File: config.mk
export PLATFORM = sky130hd
export DESIGN_NAME = mem_arbiter
export DESIGN_NICKNAME = d
export VERILOG_FILES = /design/src/rtl/mem_arb_pkg.sv /design/src/rtl/rr_arb2.sv /design/src/rtl/mem_arbiter.sv
export SDC_FILE = /design/constraint.sdc
export NUM_CORES = 1
export LEC_CHECK = 0
export ABC_CLOCK_PERIOD_IN_PS = 2200
export BUFFER_PORTS_ARGS = -buffer_cell sky130_fd_sc_hd__buf_2
export CORE_AREA = 2 2 118 120
export CTS_CLUSTER_DIAMETER = 30
export DETAILED_ROUTE_END_ITERATION = 8
export DIE_AREA = 0 0 120 122
export MAX_ROUTING_LAYER = met4
export PLACE_DENSITY = 0.73
export SLEW_MARGIN = 20
export SYNTH_ARGS = -nofsm -noshare
export SYNTH_HDL_FRONTEND = slang
export SYNTH_HIERARCHICAL = 1
export SYNTH_SLANG_ARGS = --single-unit
File: constraint.sdc
create_clock -name clk -period 2.2 [get_ports clk]
set_clock_uncertainty 0.05 [all_clocks]
set_input_delay 0.22 -clock clk [delete_from_list [all_inputs] [get_ports clk]]
set_output_delay 0.22 -clock clk [all_outputs]
set_load 0.03 [all_outputs]
File: src/rtl/mem_arb_pkg.sv
// Shared encodings for the memory arbiter: FSM states and owner indices.
package mem_arb_pkg;

  typedef enum logic [1:0] {
    IDLE   = 2'd0,
    ACCESS = 2'd1,
    WAIT   = 2'd2,
    RESP   = 2'd3
  } state_t;

  localparam logic OWN_M0 = 1'b0;
  localparam logic OWN_M1 = 1'b1;

endpackage

File: src/rtl/rr_arb2.sv
// Two-way round-robin picker: one-hot grant plus owner index.
// On contention the master that did not own the previous access wins.
module rr_arb2
  import mem_arb_pkg::*;
(
  input  logic [1:0] req,
  input  logic       last_owner,
  output logic [1:0] gnt,
  output logic       owner
);

  // Grant selection from request vector and previous owner
  always_comb begin
    gnt   = 2'b00;
    owner = OWN_M0;
    case (req)
      2'b01: begin
        gnt   = 2'b01;
        owner = OWN_M0;
      end
      2'b10: begin
        gnt   = 2'b10;
        owner = OWN_M1;
      end
      2'b11: begin
        if (last_owner == OWN_M0) begin
          gnt   = 2'b10;
          owner = OWN_M1;
        end else begin
          gnt   = 2'b01;
          owner = OWN_M0;
        end
      end
      default: begin
        gnt   = 2'b00;
        owner = OWN_M0;
      end
    endcase
  end

endmodule

File: src/rtl/mem_arbiter.sv
// Single-port memory arbiter for two masters, one access in flight.
// Optional build macro MEM_ARB_LOCK_EN adds m0_lock/m1_lock for locked sequences.
module mem_arbiter
  import mem_arb_pkg::*;
#(
  parameter int AW      = 32,
  parameter int DW      = 32,
  parameter int MEM_LAT = 1
) (
  input  logic          clk,
  input  logic          rst,
  input  logic          m0_req,
  input  logic          m0_we,
  input  logic [AW-1:0] m0_addr,
  input  logic [DW-1:0] m0_wdata,
  output logic          m0_gnt,
  output logic          m0_rvalid,
  output logic [DW-1:0] m0_rdata,
  input  logic          m1_req,
  input  logic          m1_we,
  input  logic [AW-1:0] m1_addr,
  input  logic [DW-1:0] m1_wdata,
  output logic          m1_gnt,
  output logic          m1_rvalid,
  output logic [DW-1:0] m1_rdata,
`ifdef MEM_ARB_LOCK_EN
  input  logic          m0_lock,
  input  logic          m1_lock,
`endif
  output logic          mem_en,
  output logic          mem_we,
  output logic [AW-1:0] mem_addr,
  output logic [DW-1:0] mem_wdata,
  input  logic [DW-1:0] mem_rdata
);

  localparam int CW = (MEM_LAT > 1) ? $clog2(MEM_LAT) : 1;
  localparam logic [CW-1:0] CNT_LOAD = CW'(MEM_LAT - 1);
  localparam logic [CW-1:0] CNT_ZERO = CW'(0);
  localparam logic [CW-1:0] CNT_ONE  = CW'(1);

  state_t          state_r;
  state_t          next_state_s;
  logic            owner_r;
  logic            last_owner_r;
  logic            we_r;
  logic [AW-1:0]   addr_r;
  logic [DW-1:0]   wdata_r;
  logic [DW-1:0]   rdata_r;
  logic [CW-1:0]   cnt_r;
  logic [1:0]      req_s;
  logic [1:0]      arb_req_s;
  logic [1:0]      gnt_s;
  logic            pick_s;
  logic            accept_s;
  logic            cnt_done_s;

  assign req_s      = {m1_req, m0_req};
  assign accept_s   = |gnt_s;
  assign cnt_done_s = (cnt_r == CNT_ZERO);

`ifdef MEM_ARB_LOCK_EN
  logic       lock_r;
  logic       lock_hold_s;
  logic [1:0] lock_in_s;

  assign lock_in_s   = {m1_lock, m0_lock};
  // The lock survives only while its owner keeps asking with lock held.
  assign lock_hold_s = lock_r & req_s[owner_r] & lock_in_s[owner_r];
`endif

  // Requests are visible to the picker only in IDLE and out of reset
  always_comb begin
    arb_req_s = 2'b00;
    if (rst && (state_r == IDLE)) begin
`ifdef MEM_ARB_LOCK_EN
      if (lock_hold_s) begin
        arb_req_s = (owner_r == OWN_M1) ? 2'b10 : 2'b01;
      end else begin
        arb_req_s = req_s;
      end
`else
      arb_req_s = req_s;
`endif
    end else begin
      arb_req_s = 2'b00;
    end
  end

  rr_arb2 u_rr_arb2 (
    .req        (arb_req_s),
    .last_owner (last_owner_r),
    .gnt        (gnt_s),
    .owner      (pick_s)
  );

  // Next-state logic
  always_comb begin
    next_state_s = state_r;
    case (state_r)
      IDLE: begin
        if (accept_s) begin
          next_state_s = ACCESS;
        end else begin
          next_state_s = IDLE;
        end
      end
      ACCESS: next_state_s = WAIT;
      WAIT: begin
        if (cnt_done_s) begin
          next_state_s = RESP;
        end else begin
          next_state_s = WAIT;
        end
      end
      RESP:    next_state_s = IDLE;
      default: next_state_s = IDLE;
    endcase
  end

  // State register
  always_ff @(posedge clk or negedge rst) begin
    if (!rst) begin
      state_r <= IDLE;
    end else begin
      state_r <= next_state_s;
    end
  end

  // Request latch, latency counter and read-data capture
  always_ff @(posedge clk or negedge rst) begin
    if (!rst) begin
      owner_r      <= OWN_M0;
      last_owner_r <= OWN_M1;
      we_r         <= 1'b0;
      addr_r       <= {AW{1'b0}};
      wdata_r      <= {DW{1'b0}};
      rdata_r      <= {DW{1'b0}};
      cnt_r        <= CNT_ZERO;
    end else begin
      if (accept_s) begin
        owner_r      <= pick_s;
        last_owner_r <= pick_s;
        we_r         <= (pick_s == OWN_M1) ? m1_we    : m0_we;
        addr_r       <= (pick_s == OWN_M1) ? m1_addr  : m0_addr;
        wdata_r      <= (pick_s == OWN_M1) ? m1_wdata : m0_wdata;
      end
      if (state_r == ACCESS) begin
        cnt_r <= CNT_LOAD;
      end else if ((state_r == WAIT) && !cnt_done_s) begin
        cnt_r <= cnt_r - CNT_ONE;
      end
      // Writes complete with a zero payload so stale read data never leaks.
      if ((state_r == WAIT) && cnt_done_s) begin
        rdata_r <= we_r ? {DW{1'b0}} : mem_rdata;
      end
    end
  end

`ifdef MEM_ARB_LOCK_EN
  // Lock capture at completion, release on the following IDLE evaluation
  always_ff @(posedge clk or negedge rst) begin
    if (!rst) begin
      lock_r <= 1'b0;
    end else if (state_r == RESP) begin
      lock_r <= lock_in_s[owner_r];
    end else if (state_r == IDLE) begin
      lock_r <= lock_hold_s;
    end
  end
`endif

  assign m0_gnt    = gnt_s[0];
  assign m1_gnt    = gnt_s[1];
  assign m0_rvalid = (state_r == RESP) && (owner_r == OWN_M0);
  assign m1_rvalid = (state_r == RESP) && (owner_r == OWN_M1);
  assign m0_rdata  = rdata_r;
  assign m1_rdata  = rdata_r;
  assign mem_en    = (state_r == ACCESS);
  assign mem_we    = (state_r == ACCESS) && we_r;
  assign mem_addr  = addr_r;
  assign mem_wdata = wdata_r;

endmodule

==> flow_metrics.py, run 1 <==
metrics = {
    "run_status": {
        "status": "complete, no violations",
    },
    "floorplanning": {
        "die_x_um": 120,
        "rows": 43,
        "die_h_um": 122,
        "start_util": 0.377,
        "die-area_um2": 14600,
        "fp.coreArea_um2": 13500,
        "io_pins": 300,
    },
    "setup_path": {
        "path_max_fanout": 3,
        "required_ps": 1930,
        "path_class": "reg2out",
        "reg2reg_slack_ps": 160,
        "startpoint_type": "flip-flop",
        "rr_endpoint": "mem_addr[25]",
        "timing.rr.start": "state_r[0]",
        "endpoint_kind": "output pin",
        "arrival_ps": 1780,
        "r2r_cells": 7,
    },
    "global_routing": {
        "gr-total-overflow": 0,
        "grt_antenna_before_repair": 2,
        "first_global_vias": 4186,
        "grt_use_total": 0.204,
        "grt_pass1_wl_mm": 22.3,
        "grt_max_degree": 57,
    },
    "yosys": {
        "yosysSeqAreaShare": 0.502,
        "netlist_instances": 451,
        "syn_nets": 621,
        "syn-cell-area_um2": 5090,
        "synth_cell_type_count": 23,
        "ys_seq_elements": 102,
        "avgSynthCellArea_um2": 11.3,
        "ys.warnings.count": 6,
    },
    "clocking": {
        "cts_tree": "yes",
        "cts_max_level": 3,
        "clock_latency_ps": 340,
        "clock_path_buffers": 2,
        "cts.clk_slew.worst_paths_ps": 70,
        "clock-sinks": 102,
        "numCtsBuffers": 9,
        "cts-root-buf": "clkbuf_16",
    },
    "sta": {
        "rsz0062_at_grt": "false",
        "max_slew.worst_pin.slew_ps": 712,
        "min_period_ps": 2050,
        "setup_violations": 0,
        "whs_ps": 121,
        "setup_tns_ps": 0,
        "fin_crit_sh": 0.932,
        "slew_headroom": 0.525,
        "slew_viol_final": 0,
        "fmax_mhz": 487,
        "hold_viol": 0,
    },
    "routing": {
        "wl_per_cell_um": 16.0,
        "routed_wl_mm": 14.6,
        "ant_nets": 0,
        "dr_total_vias": 4430,
        "drt-vias-per-instance": 4.85,
        "drcViolationCount": 0,
        "first_pass_iters": 4,
        "drt_iter0_markers": 139,
    },
    "final_layout": {
        "syn_to_final_growth_pct": 39.6,
        "fillers": 1277,
        "fin_nets": 896,
        "drive_gt1_frac": 0.542,
        "finalInstanceArea_um2": 7100,
        "fin_util": 0.526,
    },
    "pwr": {
        "ir_drop_uv": 653,
        "cellPowerDensity_nw_per_um2": 1440,
        "p_leak_uw": 0.00351,
    },
    "placed_design": {
        "port_buffers": 299,
        "place_congestion": 0.792,
        "place_hpwl_mm": 10.2,
        "place_area_um2": 6620,
    },
    "job": {
        "maxCapViolCount": 0,
    },
    "worst_hold_path": {
        "hp-start": "m0_addr[0]",
        "hold_path_depth": 3,
        "hold_path_class": "in2reg",
        "whs_endpoint": "mem_addr[0]",
    },
}
layout by cell type, fill, tap and decap left out, drive strengths merged:
cell / count
buf: 328
dfrtp: 101
mux2i: 65
nor3: 65
a21oi: 65
mux2: 35
nor2b: 29
clkbuf: 12
and2b: 5
ha: 4
bufbuf: 4
inv: 3
clkinv: 3
a21boi: 3
diode: 2
and2: 2
and3: 2
or2: 1
nor3b: 1
clkinvlp: 1
dlygate4sd3: 1
dfstp: 1
through the flow:
stage                     std cells  total power, uW  setup WS [ps]
after detailed placement        884             8700          -18.3
final                           913            10300            149
after global placement          884             8620           60.5
after global routing            913            10900           4.89
after floorplan                 451             7240            125
after CTS                       907            10400           8.92
state kept, by name, indices dropped and copies added, names as in the netlist:
name          count
last_owner_r      1
state_r           2
mem_addr         32
we_r              1
owner_r           1
mem_wdata        32
cnt_r             1
m0_rdata         32
cell type report:
class                           instances  area (um2)  share of cell area
Clock inverter                          4        22.5             0.00317
Multi-Input combinational cell        277        2110               0.297
Clock buffer                           12         246              0.0347
Tap cell                              180         225              0.0317
Timing Repair Buffer                  333        1930               0.272
Sequential cell                       102        2550               0.360
Inverter                                3        11.3             0.00159
Antenna cell                            2        5.00            0.000705
synthesized netlist by cell type:
cell type | n | area (um2)
a21boi_0 | 2 | 15.0
a21boi_1 | 1 | 7.51
a21oi_1 | 55 | 275
a21oi_2 | 10 | 87.6
and2_1 | 2 | 12.5
and2b_1 | 5 | 37.5
and3_1 | 2 | 12.5
buf_1 | 2 | 7.51
buf_2 | 11 | 55.1
buf_4 | 38 | 285
buf_6 | 6 | 67.6
clkbuf_1 | 12 | 45.0
dfrtp_1 | 101 | 2530
dfstp_2 | 1 | 26.3
ha_1 | 4 | 50.1
inv_1 | 3 | 11.3
mux2_1 | 3 | 33.8
mux2_2 | 32 | 360
mux2i_1 | 65 | 651
nor2b_1 | 29 | 181
nor3_1 | 65 | 325
nor3b_1 | 1 | 7.51
or2_1 | 1 | 6.26
how the worst max path moves through the flow:
stage / startpoint / end / slack, ps / cells after the start
floorplan: state_r[0] / mem_addr[27] / 120 / 8
detailed placement: state_r[0] / mem_addr[25] / -20 / 7
finish: state_r[0] / m1_gnt / 150 / 6
global placement: state_r[0] / mem_addr[19] / 60 / 7
global route: state_r[0] / mem_wdata[2] / 5 / 8
CTS: state_r[0] / m1_gnt / 9 / 6
timing repair:
action                                  in CTS  in global routing
setup buffers                                2                  4
gates cloned                                 4                  0
endpoints found under the setup margin      35                 34
hold buffers                                 1                  0
hold endpoints to repair                    46                  0
resized for setup                            4                  3
report_power, final:
part,switching [uW],internal (uW)
sequential,526,2700
combinational,3610,1950
clock,677,793
total,4810,5450
worst max-delay path, cell delays in order, from the launching register on:
cell      delay [ps]
dfrtp_1          400
inv_1             90
ha_1             190
and3_2           240
a21boi_4         230
buf_12           130
buf_4            150
layer usage:
layer  global-route usage  part of all wire  vias up
li1                     -                 -     2105
met1                0.242              0.41     2118
met2                0.352              0.51      196
met3               0.0403             0.069       11
met4               0.0625             0.010        0
met5                    -                 0        -
cell families after synthesis:
logic type | after synthesis | share of synthesized area
flops | 102 | 0.502
fa+ha+maj | 4 | 0.00984
compound gates | 68 | 0.0757
simple gates | 105 | 0.115
buf+inv | 72 | 0.0927
mux | 100 | 0.205
Power figures use the tool's default switching activity.
==> inputs of run 2 (changes only) <==
--- a/config.mk
+++ b/config.mk
@@ -5,12 +5,13 @@
 export SDC_FILE = /design/constraint.sdc
 export NUM_CORES = 1
 export LEC_CHECK = 0
+export ABC_AREA = 1
 export ABC_CLOCK_PERIOD_IN_PS = 2200
 export BUFFER_PORTS_ARGS = -buffer_cell sky130_fd_sc_hd__buf_2
-export CORE_AREA = 2 2 118 120
+export CORE_AREA = 2 2 117 119
 export CTS_CLUSTER_DIAMETER = 30
 export DETAILED_ROUTE_END_ITERATION = 8
-export DIE_AREA = 0 0 120 122
+export DIE_AREA = 0 0 119 121
 export MAX_ROUTING_LAYER = met4
 export PLACE_DENSITY = 0.73
 export SLEW_MARGIN = 20
==> run 2 against run 1 <==
Net effect: critical path depth is the same; utilization decreased by 0.73 points; routed wire length decreased by 4.0%; sequential cell count stayed put; critical endpoint unchanged; largest power group unchanged; highest routed layer unchanged.
==> flow_metrics.py, run 2 <==
metrics = {
    "clocking": {
        "cts_setup_buffers": 0,
        "cts-root-buf": "clkbuf_16",
        "cts_tree": "yes",
        "clock_path_buffers": 2,
        "numCtsBuffers": 9,
        "cts_max_level": 3,
        "clock-sinks": 102,
        "cts.clk_slew.worst_paths_ps": 70,
        "clock_latency_ps": 330,
    },
    "placed_design": {
        "place_hpwl_mm": 10.7,
        "placed_cells": 1108,
        "place_congestion": 0.827,
        "port_buffers": 299,
    },
    "yosys": {
        "syn_nets": 864,
        "yosysSeqAreaShare": 0.507,
        "yosysMostFrequentCell": "nand2_1",
        "synthTopCellsByArea": "dfrtp_1 50%, nand2_1 35%, buf_4 6.0%, o21ai_1 3.3%, buf_2 1.9%",
        "synth_edf_count": 0,
        "ys_seq_elements": 102,
        "netlist_instances": 694,
        "synth_ff_type": "dfrtp_1",
        "yosysTopAreaCell": "dfrtp_1",
        "synth_cell_type_count": 16,
        "avgSynthCellArea_um2": 7.26,
        "synth_top_area_share": 0.502,
        "ys_top_cells_by_count": "466 x nand2_1, 101 x dfrtp_1, 40 x buf_4",
        "ys.warnings.count": 6,
        "async_flop_share": 1.00,
        "syn-cell-area_um2": 5040,
    },
    "setup_path": {
        "crit_path_top_delay_cell": "dfrtp_1",
        "endpoint_kind": "output pin",
        "r2r_cells": 11,
        "path_delay_family": "buffers and inverters",
        "timing.rr.start": "state_r[0]",
        "arrival_ps": 1730,
        "reg2reg_slack_ps": 240,
        "crit_path_max_incr_delay_ps": 400,
        "cp_cell_sequence": "inv_1, ha_1, and3_1, inv_1, a21oi_1, buf_2",
        "path_class": "reg2out",
        "rr_endpoint": "mem_wdata[6]",
        "worst_path_most_repeated_cell": "inv_1",
        "required_ps": 1930,
        "path_max_fanout": 4,
        "startpoint_type": "flip-flop",
        "crit_buf_inv": 3,
    },
    "sta": {
        "fmax_mhz": 501,
        "rsz0062_at_grt": "false",
        "setup_tns_ps": 0,
        "hold_viol": 0,
        "setup_violations": 0,
        "fin_crit_sh": 0.907,
        "min_period_ps": 2000,
        "slew_viol_final": 0,
        "whs_ps": 68.0,
        "slew_headroom": 0.541,
        "max_slew.worst_pin.slew_ps": 689,
    },
    "global_routing": {
        "first_global_vias": 4801,
        "grt_use_total": 0.204,
        "gr-total-overflow": 0,
        "grt_max_degree": 68,
        "grt_pass1_wl_mm": 23.0,
        "grt_antenna_before_repair": 1,
    },
    "pwr": {
        "p_leak_uw": 0.00420,
        "ir_drop_uv": 591,
        "power.total_uw": 10500,
        "cellPowerDensity_nw_per_um2": 1550,
    },
    "final_layout": {
        "fin_util": 0.519,
        "syn_to_final_growth_pct": 34.7,
        "drive_gt1_frac": 0.353,
        "final_common_cell": "nand2_1",
        "fin_cells": 1126,
        "final_cell_mix": "465 x nand2_1, 298 x buf_2, 101 x dfrtp_1",
        "fin_nets": 1114,
    },
    "floorplanning": {
        "fp.coreArea_um2": 13100,
        "die_x_um": 119,
        "io_pins": 300,
        "die_h_um": 121,
        "rows": 42,
        "start_util": 0.385,
        "die-area_um2": 14400,
    },
    "run_status": {
        "status": "complete, no violations",
    },
    "routing": {
        "ant_nets": 0,
        "wl_per_cell_um": 12.5,
        "drcViolationCount": 0,
        "dr_total_vias": 4958,
        "routed_wl_mm": 14.0,
        "first_pass_iters": 4,
        "drt_iter0_markers": 265,
        "drt-vias-per-instance": 4.40,
    },
    "worst_hold_path": {
        "whs_endpoint": "m0_rdata[13]",
        "hold_path_depth": 3,
        "hold_path_class": "in2reg",
        "hp-start": "mem_rdata[13]",
    },
    "job": {
        "maxCapViolCount": 0,
    },
}
[run 2: cell count changes in the layout (fill, tap and decap cells not counted), moves of 32 or more]
| cell | previous run | this run |
|---|---|---|
| nand2_1 | 0 | 465 |
| mux2i_1 | 65 | 0 |
| nor3_1 | 65 | 1 |
| a21oi_1 | 55 | 1 |
| o21ai_1 | 0 | 33 |
| mux2_2 | 32 | 0 |
[run 2: stage by stage]
stage | cell area [um2] | setup slack [ps]
after detailed placement | 6440 | 112
final | 6790 | 205
after CTS | 6770 | 91.9
after floorplan | 5040 | 28.5
after global routing | 6790 | 2.50
after global placement | 6440 | 233
[run 2: how the worst max path moves through the flow]
stage	from	end	cells after the start
global route	state_r[1]	mem_wdata[4]	10
finish	state_r[0]	m1_gnt	6
floorplan	state_r[0]	mem_addr[0]	12
detailed placement	state_r[0]	mem_addr[2]	10
global placement	state_r[0]	mem_wdata[10]	10
CTS	state_r[0]	mem_wdata[17]	10
[run 2: cell type report]
| type | count | area, um2 |
|---|---|---|
| fillers | 1279 | 6300 |
| inverters | 12 | 50.0 |
| diodes | 1 | 2.50 |
| multi-input cells | 510 | 2020 |
| flip-flops and latches | 102 | 2550 |
| clock inverters | 3 | 40.0 |
| clock buffers | 13 | 280 |
| repair buffers | 309 | 1620 |
| well taps | 176 | 220 |
[run 2: tightest hold or removal path, cell delays in order]
cell and delay, ps:
buf_2 90, nand2_1 50, o21ai_1 50
[run 2: timing repair]
item	in CTS	in global routing
gates resized for setup	0	5
setup endpoints to repair	0	49
hold buffers	1	0
endpoints found under the hold margin	5	0
[run 2: routing by layer]
layer  wire (um)  track usage  vias up
met5           0            -        -
met4         447       0.0967        0
met3         967       0.0418       33
met2        6910        0.333      215
met1        5720        0.242     2154
li1            -            -     2556
[run 2: report_power, final]
group / total, uW / internal, uW / leakage [uW] / switching [uW]
Combinational: 5630 / 1560 / 0.00276 / 4070
Clock: 1660 / 1000 / 0.000162 / 653
Sequential: 3250 / 2730 / 0.00128 / 516
[run 2: cell families (layout without fill, tap and decap cells)]
group	Yosys count	after routing	share of synthesized area
flops	102	102	0.507
compound gates	35	35	0.0348
fa+ha+maj	4	4	0.00994
buf+inv	82	337	0.0956
other cells	0	1	0
simple gates	471	471	0.353
